==> config.mk <==
export PLATFORM = sky130hd
export DESIGN_NAME = intersection_phase_arbiter_flat
export DESIGN_NICKNAME = d
export VERILOG_FILES = /design/src/rtl/intersection_phase_arbiter_pkg.sv /design/src/rtl/intersection_phase_arbiter_if.sv /design/src/rtl/intersection_phase_arbiter_phase_rr_picker.sv /design/src/rtl/intersection_phase_arbiter.sv /design/src/flat_wrapper.sv
export SDC_FILE = /design/constraint.sdc
export NUM_CORES = 1
export LEC_CHECK = 0
export ABC_AREA = 1
export CAP_MARGIN = 40
export CELL_PAD_IN_SITES_DETAIL_PLACEMENT = 1
export CELL_PAD_IN_SITES_GLOBAL_PLACEMENT = 1
export CORE_UTILIZATION = 33
export DETAILED_ROUTE_END_ITERATION = 12
export HOLD_SLACK_MARGIN = 0.08
export PLACE_DENSITY_LB_ADDON = 0.1
export SETUP_SLACK_MARGIN = 0.5
export SYNTH_ARGS = -nofsm -noshare
export SYNTH_HDL_FRONTEND = slang
export SYNTH_SLANG_ARGS = --single-unit
==> constraint.sdc <==
create_clock -name clk -period 1.71 [get_ports clk]
set_input_delay 0.171 -clock clk [delete_from_list [all_inputs] [get_ports clk]]
set_output_delay 0.171 -clock clk [all_outputs]
set_load 0.05 [all_outputs]
==> src/rtl/intersection_phase_arbiter_pkg.sv <==
// Shared types and constants for the intersection phase arbiter.
// Defines the phase enum, the default timing values (in ticks) and the approach count.
package intersection_phase_arbiter_pkg;

  localparam int unsigned NumApproach = 4;

  localparam int unsigned DefMinGreen = 4;
  localparam int unsigned DefMaxGreen = 10;
  localparam int unsigned DefYellowT  = 2;
  localparam int unsigned DefAllRedT  = 1;
  localparam int unsigned DefWalkT    = 3;

  typedef enum logic [1:0] {
    StGreen,
    StYellow,
    StAllRed,
    StWalk
  } phase_e;

  function automatic int unsigned max_of(int unsigned a, int unsigned b);
    return (a > b) ? a : b;
  endfunction

endpackage

==> src/rtl/intersection_phase_arbiter_if.sv <==
// Signal bundle between the arbiter and its environment.
//   tick      : one-cycle timing enable
//   req       : per-approach vehicle presence (level)
//   ped_req   : pedestrian button (level or pulse)
//   green/yellow/red : per-approach lamps
//   ped_walk  : walk signal
//   grant_idx : approach that owns, or last owned, the phase
// master = environment/bench side, slave = arbiter side.
interface intersection_phase_arbiter_if;
  import intersection_phase_arbiter_pkg::*;

  logic                   tick;
  logic [NumApproach-1:0] req;
  logic                   ped_req;
  logic [NumApproach-1:0] green;
  logic [NumApproach-1:0] yellow;
  logic [NumApproach-1:0] red;
  logic                   ped_walk;
  logic [1:0]             grant_idx;

  modport master (
    output tick, req, ped_req,
    input  green, yellow, red, ped_walk, grant_idx
  );

  modport slave (
    input  tick, req, ped_req,
    output green, yellow, red, ped_walk, grant_idx
  );

endinterface

==> src/rtl/intersection_phase_arbiter_phase_rr_picker.sv <==
// Combinational round-robin picker over the pending approaches.
//   pending_i : latched requests per approach
//   last_i    : approach granted most recently
//   valid_o   : at least one approach is pending
//   idx_o     : first pending approach searching from last_i+1 with wrap
//               (last_i when nothing is pending)
module intersection_phase_arbiter_phase_rr_picker
  import intersection_phase_arbiter_pkg::*;
(
  input  logic [NumApproach-1:0] pending_i,
  input  logic [1:0]             last_i,
  output logic                   valid_o,
  output logic [1:0]             idx_o
);

  logic [1:0] cand;

  always_comb begin
    valid_o = 1'b0;
    idx_o   = last_i;
    cand    = '0;
    // k = NumApproach lands back on last_i, so the last owner is considered last.
    for (int unsigned k = 1; k <= NumApproach; k++) begin
      cand = last_i + 2'(k);
      if (!valid_o && pending_i[cand]) begin
        valid_o = 1'b1;
        idx_o   = cand;
      end
    end
  end

endmodule

==> src/rtl/intersection_phase_arbiter.sv <==
// Four-approach intersection controller: round-robin green phase with
// min/max green, yellow, all-red clearance and an optional pedestrian walk.
// All timing is counted in ticks. Outputs decode registered state only.
//   clk   : system clock
//   rst_n : asynchronous active-low reset
//   ctl   : slave side of intersection_phase_arbiter_if
module intersection_phase_arbiter
  import intersection_phase_arbiter_pkg::*;
#(
  parameter int unsigned MIN_GREEN = DefMinGreen,
  parameter int unsigned MAX_GREEN = DefMaxGreen,
  parameter int unsigned YELLOW_T  = DefYellowT,
  parameter int unsigned ALL_RED_T = DefAllRedT,
  parameter int unsigned WALK_T    = DefWalkT
) (
  input logic                        clk,
  input logic                        rst_n,
  intersection_phase_arbiter_if.slave ctl
);

  localparam int unsigned MaxT =
      max_of(max_of(MIN_GREEN, MAX_GREEN), max_of(max_of(YELLOW_T, ALL_RED_T), WALK_T));
  localparam int unsigned TimerW = $clog2(MaxT) + 1;

  typedef logic [TimerW-1:0] timer_t;

  localparam timer_t MinGreenEnd = timer_t'(MIN_GREEN - 1);
  localparam timer_t MaxGreenEnd = timer_t'(MAX_GREEN - 1);
  localparam timer_t YellowEnd   = timer_t'(YELLOW_T - 1);
  localparam timer_t AllRedEnd   = timer_t'(ALL_RED_T - 1);
  localparam timer_t WalkEnd     = timer_t'(WALK_T - 1);

  phase_e                 state_q, state_d;
  logic [1:0]             grant_q, grant_d;
  timer_t                 timer_q, timer_d;
  logic [NumApproach-1:0] pending_q, pending_d;
  logic                   ped_pending_q, ped_pending_d;
  logic                   ped_done_q, ped_done_d;

  logic                   rr_valid;
  logic [1:0]             rr_idx;
  logic                   grant_now;
  logic                   walk_entry;
  logic [NumApproach-1:0] grant_oh;
  logic [NumApproach-1:0] set_mask;
  logic [NumApproach-1:0] clr_mask;

  intersection_phase_arbiter_phase_rr_picker u_picker (
    .pending_i (pending_q),
    .last_i    (grant_q),
    .valid_o   (rr_valid),
    .idx_o     (rr_idx)
  );

  assign grant_oh = NumApproach'(1) << grant_q;

  always_comb begin
    state_d    = state_q;
    grant_d    = grant_q;
    ped_done_d = ped_done_q;
    grant_now  = 1'b0;
    walk_entry = 1'b0;
    unique case (state_q)
      StGreen: begin
        // >= on the max bound so a late request is still served once the
        // timer has saturated past MAX_GREEN-1.
        if (ctl.tick && (timer_q >= MinGreenEnd) && ((|pending_q) || ped_pending_q) &&
            (!ctl.req[grant_q] || (timer_q >= MaxGreenEnd))) begin
          state_d = StYellow;
        end
      end
      StYellow: begin
        if (ctl.tick && (timer_q == YellowEnd)) state_d = StAllRed;
      end
      StAllRed: begin
        if (ctl.tick && (timer_q == AllRedEnd)) begin
          if (ped_pending_q && !ped_done_q) begin
            state_d    = StWalk;
            walk_entry = 1'b1;
          end else begin
            state_d    = StGreen;
            grant_now  = 1'b1;
            ped_done_d = 1'b0;
            if (rr_valid) grant_d = rr_idx;
          end
        end
      end
      StWalk: begin
        if (ctl.tick && (timer_q == WalkEnd)) begin
          state_d    = StAllRed;
          ped_done_d = 1'b1;
        end
      end
      default: state_d = StGreen;
    endcase
  end

  always_comb begin
    timer_d = timer_q;
    if (state_d != state_q) begin
      timer_d = '0;
    end else if (ctl.tick && (timer_q != '1)) begin
      timer_d = timer_q + timer_t'(1);
    end
  end

  // The current owner's own request only matters while it is green; at any
  // other time it is a fresh demand for another turn.
  always_comb begin
    set_mask      = ctl.req & ~((state_q == StGreen) ? grant_oh : '0);
    clr_mask      = grant_now ? (NumApproach'(1) << grant_d) : '0;
    pending_d     = (pending_q | set_mask) & ~clr_mask;
    ped_pending_d = (ped_pending_q | (ctl.ped_req && (state_q != StWalk))) && !walk_entry;
  end

  always_ff @(posedge clk or negedge rst_n) begin
    if (!rst_n) begin
      state_q       <= StGreen;
      grant_q       <= '0;
      timer_q       <= '0;
      pending_q     <= '0;
      ped_pending_q <= 1'b0;
      ped_done_q    <= 1'b0;
    end else begin
      state_q       <= state_d;
      grant_q       <= grant_d;
      timer_q       <= timer_d;
      pending_q     <= pending_d;
      ped_pending_q <= ped_pending_d;
      ped_done_q    <= ped_done_d;
    end
  end

  assign ctl.green     = (state_q == StGreen)  ? grant_oh : '0;
  assign ctl.yellow    = (state_q == StYellow) ? grant_oh : '0;
  assign ctl.red       = ~ctl.green & ~ctl.yellow;
  assign ctl.ped_walk  = (state_q == StWalk);
  assign ctl.grant_idx = grant_q;

endmodule

==> src/flat_wrapper.sv <==
// flat-port wrapper written by rule: the top's interface ports become plain ports
module intersection_phase_arbiter_flat import intersection_phase_arbiter_pkg::*;
#(
  parameter int unsigned MIN_GREEN = DefMinGreen,
  parameter int unsigned MAX_GREEN = DefMaxGreen,
  parameter int unsigned YELLOW_T  = DefYellowT,
  parameter int unsigned ALL_RED_T = DefAllRedT,
  parameter int unsigned WALK_T    = DefWalkT
)
  (clk, rst_n, ctl_tick, ctl_req, ctl_ped_req, ctl_green, ctl_yellow, ctl_red, ctl_ped_walk, ctl_grant_idx);
  intersection_phase_arbiter_if ctl_i ();
  input logic clk;
  input logic rst_n;
  input wire logic [$bits(ctl_i.tick)-1:0] ctl_tick;
  input wire logic [$bits(ctl_i.req)-1:0] ctl_req;
  input wire logic [$bits(ctl_i.ped_req)-1:0] ctl_ped_req;
  output wire logic [$bits(ctl_i.green)-1:0] ctl_green;
  output wire logic [$bits(ctl_i.yellow)-1:0] ctl_yellow;
  output wire logic [$bits(ctl_i.red)-1:0] ctl_red;
  output wire logic [$bits(ctl_i.ped_walk)-1:0] ctl_ped_walk;
  output wire logic [$bits(ctl_i.grant_idx)-1:0] ctl_grant_idx;
  assign ctl_i.tick = ctl_tick;
  assign ctl_i.req = ctl_req;
  assign ctl_i.ped_req = ctl_ped_req;
  assign ctl_green = ctl_i.green;
  assign ctl_yellow = ctl_i.yellow;
  assign ctl_red = ctl_i.red;
  assign ctl_ped_walk = ctl_i.ped_walk;
  assign ctl_grant_idx = ctl_i.grant_idx;
  intersection_phase_arbiter #(.MIN_GREEN(MIN_GREEN), .MAX_GREEN(MAX_GREEN), .YELLOW_T(YELLOW_T), .ALL_RED_T(ALL_RED_T), .WALK_T(WALK_T)) u_core (.clk(clk), .rst_n(rst_n), .ctl(ctl_i));
endmodule
### After elaboration in Yosys (flattened, before gate mapping)

Cells that the tools add are included.
W data, S select, Z words.

| word-level totals | value |
|---|---|
| bits in latches | 0 |
| memories kept | 0 |
| bits in writable memories | 0 |
| bits in read-only memories | 0 |
| register bits | 15 |
| logic and storage cells | 107 |
| output and inout bits | 15 |
| input bits | 8 |

| cells by class | value |
|---|---|
| mux-type cells | 43 |
| $mul | 0 |
| div/mod/pow operators | 0 |
| shifts and indexed selects | 2 |
| magnitude comparators | 6 |
| eq/ne operators | 11 |
| bitwise logic cells | 8 |
| reductions and logical operators | 27 |
| add/subtract/negate cells | 4 |

Operators with widths:

| cell | number |
|---|---|
| $mux W2 | 13 |
| $mux W1 | 18 |
| $logic_and A1 B1 Y1 | 13 |
| $and A4 B4 Y4 | 3 |
| $lt A2 B3 Y1 const B | 4 |
| $mux W4 | 3 |
| $not A4 Y4 | 3 |
| $bmux W1 S2 | 5 |
| $mux W5 | 2 |
| $pmux W2 S4 | 1 |
| $shl A1 B2 Y4 const A | 2 |
| $logic_not A1 Y1 | 6 |
| $add A5 B1 Y5 const B | 1 |
| $eq A5 B1 Y1 const B | 1 |
| $eq A5 B2 Y1 const B | 1 |
| $ge A5 B2 Y1 const B | 1 |
| $ge A5 B4 Y1 const B | 1 |
| $logic_not A5 Y1 | 1 |
| $ne A5 B5 Y1 const B | 1 |
| $add A2 B2 Y2 const B | 2 |
| $eq A2 B2 Y1 const B | 2 |
| $ne A2 B1 Y1 const B | 2 |
| $ne A2 B2 Y1 const B | 2 |
| $or A4 B4 Y4 | 1 |
| 10 further kinds | 12 |

### Depth between registers and ports, before layout

| depth | value |
|---|---|
| depth in word-level cells | 21 |
| depth in mapped cells | 14 |
| mapped depth without buffers | 13 |

### Modules after synthesis

A second synthesis with hierarchy kept.

| second synthesis, totals | value |
|---|---|
| cell total of the unflattened synthesis | 215 |
| area, all modules | 1395.1 sq um |

By module, submodules not included:

| module | cells each | area each (sq um) | sequential area each (sq um) | instances |
|---|---|---|---|---|
| intersection_phase_arbiter | 169 | 1163.6 | 375.4 | 1 |
| intersection_phase_arbiter_phase_rr_picker | 46 | 231.5 | 0.0 | 1 |

### Least setup slack after synthesis

No wires, ideal clock.

| timing path | value |
|---|---|
| kind | reg-to-reg |
| start point | register u_core.grant_q[1] (netlist: u_core.ctl.grant_idx[1]) |
| end point | register u_core.pending_q[0] |
| cell stages (with the launch flop) | 12 |
| buffers on the path | 0 |
| required time | 1.593 ns |
| arrival | 2.042 ns |
| setup time | 0.117 ns |
| period minus slack after synthesis | 2.160 ns |
| slack | -0.450 ns |
| cell sequence | dfrtp_1 > inv_1 > ha_1 > inv_1 > nand3_1 > nand2_2 > o21ai_1 > nand4_1 > nand2_1 > nand2_1 > nor2_1 > nor2_1 |

| between the ends | value |
|---|---|
| longest elaborated chain between the ends | 21 |
| elaborated cells on any way between the ends | 38 |
| those cells by class | add/sub: 3; shift: 2; mux: 22; bitwise: 5; reduce/logical: 6 |

RTL lines:

| element | line | text |
|---|---|---|
| from (decl) | intersection_phase_arbiter.sv:34 | `logic [1:0] grant_q, grant_d;` |
| from (signal assigned) | intersection_phase_arbiter.sv:126 | `grant_q <= grant_d;` |
| $add A2 B1 Y2 | intersection_phase_arbiter_phase_rr_picker.sv:24 | `cand = last_i + 2'(k);` |
| $bmux W1 S2 | intersection_phase_arbiter_phase_rr_picker.sv:25 | `if (!valid_o && pending_i[cand]) begin` |
| $mux W1 (implied by the code) | intersection_phase_arbiter_phase_rr_picker.sv:25 |  |
| $mux W1 | intersection_phase_arbiter_phase_rr_picker.sv:25 |  |
| $logic_not A1 Y1 | intersection_phase_arbiter_phase_rr_picker.sv:25 |  |
| $logic_and A1 B1 Y1 | intersection_phase_arbiter_phase_rr_picker.sv:25 |  |
| $mux W1 | intersection_phase_arbiter_phase_rr_picker.sv:25 |  |
| $logic_not A1 Y1 | intersection_phase_arbiter_phase_rr_picker.sv:25 |  |
| [... 6 more ...] | -- |  |
| $mux W2 | intersection_phase_arbiter.sv:77 | `if (ped_pending_q && !ped_done_q) begin` |
| $mux W2 | intersection_phase_arbiter.sv:76 | `if (ctl.tick && (timer_q == AllRedEnd)) begin` |
| $mux W2 | intersection_phase_arbiter.sv:63 | `unique case (state_q)` |
| $shl A1 B2 Y4 | intersection_phase_arbiter.sv:111 | `clr_mask = grant_now ? (NumApproach'(1) << grant_d) : '0;` |
| $mux W4 | intersection_phase_arbiter.sv:111 |  |
| $not A4 Y4 | intersection_phase_arbiter.sv:112 | `pending_d = (pending_q \| set_mask) & ~clr_mask;` |
| $and A4 B4 Y4 (*) | intersection_phase_arbiter.sv:112 |  |
| named net u_core.pending_d[0] | intersection_phase_arbiter.sv:36 | `logic [NumApproach-1:0] pending_q, pending_d;` |
| to (signal assigned) | intersection_phase_arbiter.sv:128 | `pending_q <= pending_d;` |
| to (decl) | intersection_phase_arbiter.sv:36 |  |

The timed path passes the listed nets; every way through them passes the cells marked *. The select of a mux whose other input is x is not followed.
A chain may end at the register's enable or synchronous reset.

### Worst setup path after layout

| timing path | value |
|---|---|
| start point | register u_core.grant_q[0] (netlist: u_core.ctl.grant_idx[0]) |
| end point | register u_core.pending_q[1] |

| between the ends | value |
|---|---|
| longest elaborated chain between the ends | 21 |
| elaborated cells on any way between the ends | 38 |
| those cells by class | add/sub: 3; shift: 2; mux: 22; bitwise: 5; reduce/logical: 6 |

RTL lines:

| element | line |
|---|---|
| $add A2 B1 Y2 | intersection_phase_arbiter_phase_rr_picker.sv:24 |
| $bmux W1 S2 | intersection_phase_arbiter_phase_rr_picker.sv:25 |
| $mux W1 (implied by the code) | intersection_phase_arbiter_phase_rr_picker.sv:25 |
| $mux W1 | intersection_phase_arbiter_phase_rr_picker.sv:25 |
| $logic_not A1 Y1 | intersection_phase_arbiter_phase_rr_picker.sv:25 |
| $logic_and A1 B1 Y1 | intersection_phase_arbiter_phase_rr_picker.sv:25 |
| $mux W1 | intersection_phase_arbiter_phase_rr_picker.sv:25 |
| $logic_not A1 Y1 | intersection_phase_arbiter_phase_rr_picker.sv:25 |
| [... 7 more ...] | -- |
| $mux W2 (*) | intersection_phase_arbiter.sv:76 |
| $mux W2 (*) | intersection_phase_arbiter.sv:63 |
| named net u_core.grant_d[1] | intersection_phase_arbiter.sv:34 |
| $shl A1 B2 Y4 (*) | intersection_phase_arbiter.sv:111 |
| $mux W4 (*) | intersection_phase_arbiter.sv:111 |
| $not A4 Y4 (*) | intersection_phase_arbiter.sv:112 |
| $and A4 B4 Y4 (*) | intersection_phase_arbiter.sv:112 |
| named net u_core.pending_d[1] | intersection_phase_arbiter.sv:36 |

Marks and branches as above.

==> impl_metrics.yaml <==
run_status:
  outcome: "finished, violations left"
  violations: "negative setup slack"
routing:
  first_pass_iters: 5
  wire_per_inst_um: 19.3
  ant_nets: 0
  drc: 0
  first_iter_violations: 62
  vias: 1550
  via_per_inst: 5.15
  wirelength_um: 5820
placed_design:
  post-dp-hpwl_um: 3050
  port_buffers: 22
  place.gp.congestion: 0.857
  post-place-cells: 269
  dpl_worst_slack_ns: -0.0908
sta:
  final-hold-violation-count: 0
  setup_viol: 10
  maxSlewHeadroom_pct: 78.4
  slew_viol_final: 0
  min_period_over_period_pct: 110
  max_freq_ghz: 0.533
  finClkSkew_ns: 0.00418
  finalCriticalPeriod_ns: 1.88
  timing.final.ws_setup_ns: -0.168
  grt_setup_unrepaired: "true"
  whs_ns: 0.234
  worst_pin_slew_ns: 0.322
global_routing:
  grt_pass1_vias: 1722
  track_usage_pct: 25.3
  grt_start_max_net_pins: 16
  antenna_found_initial: 0
  grt_pass1_wl_um: 8140
  grt_overflow: 0
pwr:
  powerDensity_nw_per_um2: 2030
  peakVddDrop_mv: 1.02
  p_leak_nw: 1.11
synth:
  ys_seq_area_share_pct: 28.5
  ys_ff_latch: 15
  syn_inst: 192
  netlist_area_sq_um: 1320
  synth_area_per_cell_sq_um: 6.87
  yosysWarningCount: 0
  synth.distinct_cells: 29
  syn-num-nets: 209
setup_path:
  critPathKind: "flop to flop"
  cp-start-kind: "flop"
  crit_path_max_fanout: 8
  end_kind: "flop"
  crit_arrival_ns: 2.01
  worstPathRequired_ns: 1.85
cells_and_area:
  layout-drive-gt1-share_pct: 55.3
  stdcell_count: 301
  fin_nets: 271
  syn_to_final_growth_pct: 87.2
  most-common-layout-cells: "nand2_1 (26), buf_4 (23), inv_1 (20), nor2_1 (17), buf_12 (15)"
  nFillCells: 425
  mostFrequentLayoutCell: "nand2_1"
  antenna_cells: 0
  multi_input_area_sq_um: 1100
  regArea_sq_um: 382
  postLayoutCoreUtil_pct: 65.9
clocking:
  numCtsBuffers: 3
  clock_sinks: 15
  clkLatencyLatePin_ns: 0.25
  htreeDepth: 1
  cts_tree: "done"
  clock_path_buffers: 2
  clk_pin_slew_worst_paths_ns: 0.07
  clock-root-buffer: "clkbuf_8"
hold_path:
  hold_path.class: "input port to async pin"
floorplanning:
  die_y_um: 65.2
  dieArea_sq_um: 4250
  ios: 23
  core_area_sq_um: 3740
  floorplan.initialDensity_pct: 35.2
  dieWidth_um: 65.2
  fp-row-count: 22
flow_run:
  drv_cap: 0
## layout make-up
type | count | share of cell area, %
sequential | 15 | 15.5
timing repair buffer | 57 | 27.6
timing repair inverter | 1 | 0.659
multi-input combinational | 138 | 44.6
tap | 48 | 2.43
inverter | 38 | 7.45
clock buffer | 4 | 1.82
## metrics by stage
| step | area [sq um] | power, mW | setup TNS [ns] |
|---|---|---|---|
| 4_1_cts | 2350 | 4.50 | -0.259 |
| 3_3_place_gp | 1880 | 3.28 | -0.0932 |
| 3_5_place_dp | 1880 | 3.36 | -0.365 |
| 6_report | 2470 | 5.00 | -1.22 |
| 5_1_grt | 2470 | 5.26 | -2.54 |
| 2_1_floorplan | 1430 | 2.47 | -0.739 |
## Yosys cell counts
cell type  instances  share of area, %
a21boi_0           1              0.57
a21oi_1            8               3.0
a21oi_2            1              0.66
a22oi_1            1              0.57
a31oi_1            2              0.95
and3_1             1              0.47
buf_6              1              0.85
clkinv_1           1              0.28
dfrtp_1           15                28
ha_1               9               8.5
inv_1             34               9.7
inv_2              2              0.57
inv_8              1              0.85
nand2_1           35                10
nand2_2            9               4.3
nand2_4            3               2.6
nand3_1           14               5.3
nand3_2            2               1.5
nand4_1            3               1.4
nand4_2            1              0.95
nor2_1            31               8.8
nor2_2             2              0.95
nor2_4             2               1.7
nor3_1             1              0.38
o21ai_0            6               2.3
o21ai_1            1              0.38
o21bai_1           1              0.57
o21bai_4           1               1.4
xor2_1             3               2.0
## sequential cells by signal, indices dropped and copies added (netlist names)
| register | count |
|---|---|
| u_core.timer_q | 5 |
| u_core.ctl.grant_idx | 2 |
| u_core.pending_q | 4 |
| u_core.state_q | 2 |
| u_core.ped_done_q | 1 |
| u_core.ped_pending_q | 1 |
## per-layer routing
metal / wire [um] / global-route usage, %
met4: 145 / 8.97
met5: 0 / 0
met1: 2330 / 26.2
met3: 145 / 1.39
met2: 3200 / 52.2
## cells by family after synthesis
logic type,count (synthesis),synth area share [%]
AO/OA/AOI/OAI,22,10.4
AND/OR/NAND/NOR,104,38.3
adder cells (fa/ha/maj),9,8.54
buffers and inverters,39,12.2
XOR/XNOR,3,1.99
flip-flops,15,28.5
## worst max-delay path: stages, from the launching register on
cell and delay [ns]:
dfrtp_2 0.46, buf_6 0.17, nand2_1 0.10, nand3_2 0.15
nand2_4 0.13, nor2_4 0.06, a21oi_2 0.15, inv_1 0.08
nand2_2 0.08, nand2_4 0.08, buf_4 0.14, nor2_2 0.10
nor2_1 0.07
## final timing paths
| check | start | endpoint | slack, ns | depth (start not counted) |
|---|---|---|---|---|
| worst max-delay path | u_core.ctl.grant_idx[0]$_DFF_PN0_ | u_core.pending_q[1]$_DFF_PN0_ | -0.17 | 12 |
| worst min-delay path | rst_n | u_core.state_q[1]$_DFF_PN0_ | 0.23 | 2 |
| worst max register to register | u_core.ctl.grant_idx[0]$_DFF_PN0_ | u_core.pending_q[1]$_DFF_PN0_ | -0.17 | 12 |
| worst min register to register | u_core.ped_done_q$_DFFE_PN0P_ | u_core.ped_done_q$_DFFE_PN0P_ | 0.55 | 2 |
| max in group asynchronous | rst_n | u_core.ctl.grant_idx[1]$_DFF_PN0_ | 1.26 | 2 |
| min in group clk | ctl_ped_req | u_core.ped_pending_q$_DFF_PN0_ | 0.50 | 3 |
## what timing repair did
item                                    4_1_cts  5_1_grt
endpoints found under the hold margin         0        0
pin swaps                                    22       13
endpoints found under the setup margin       29       30
gates cloned                                  1        0
gates resized for setup                      58       19
setup buffers                                21        6
hold buffers                                  0        0
## power breakdown
| part | switching, mW | total, mW | leakage, nW | internal (mW) |
|---|---|---|---|---|
| Sequential | 0.186 | 0.663 | 0.165 | 0.477 |
| Clock | 0.146 | 0.312 | 0.0228 | 0.166 |
| Combinational | 2.30 | 4.03 | 0.919 | 1.72 |
| Total | 2.64 | 5.00 | 1.11 | 2.37 |
Note: power is estimated with default switching activity, not from simulation.
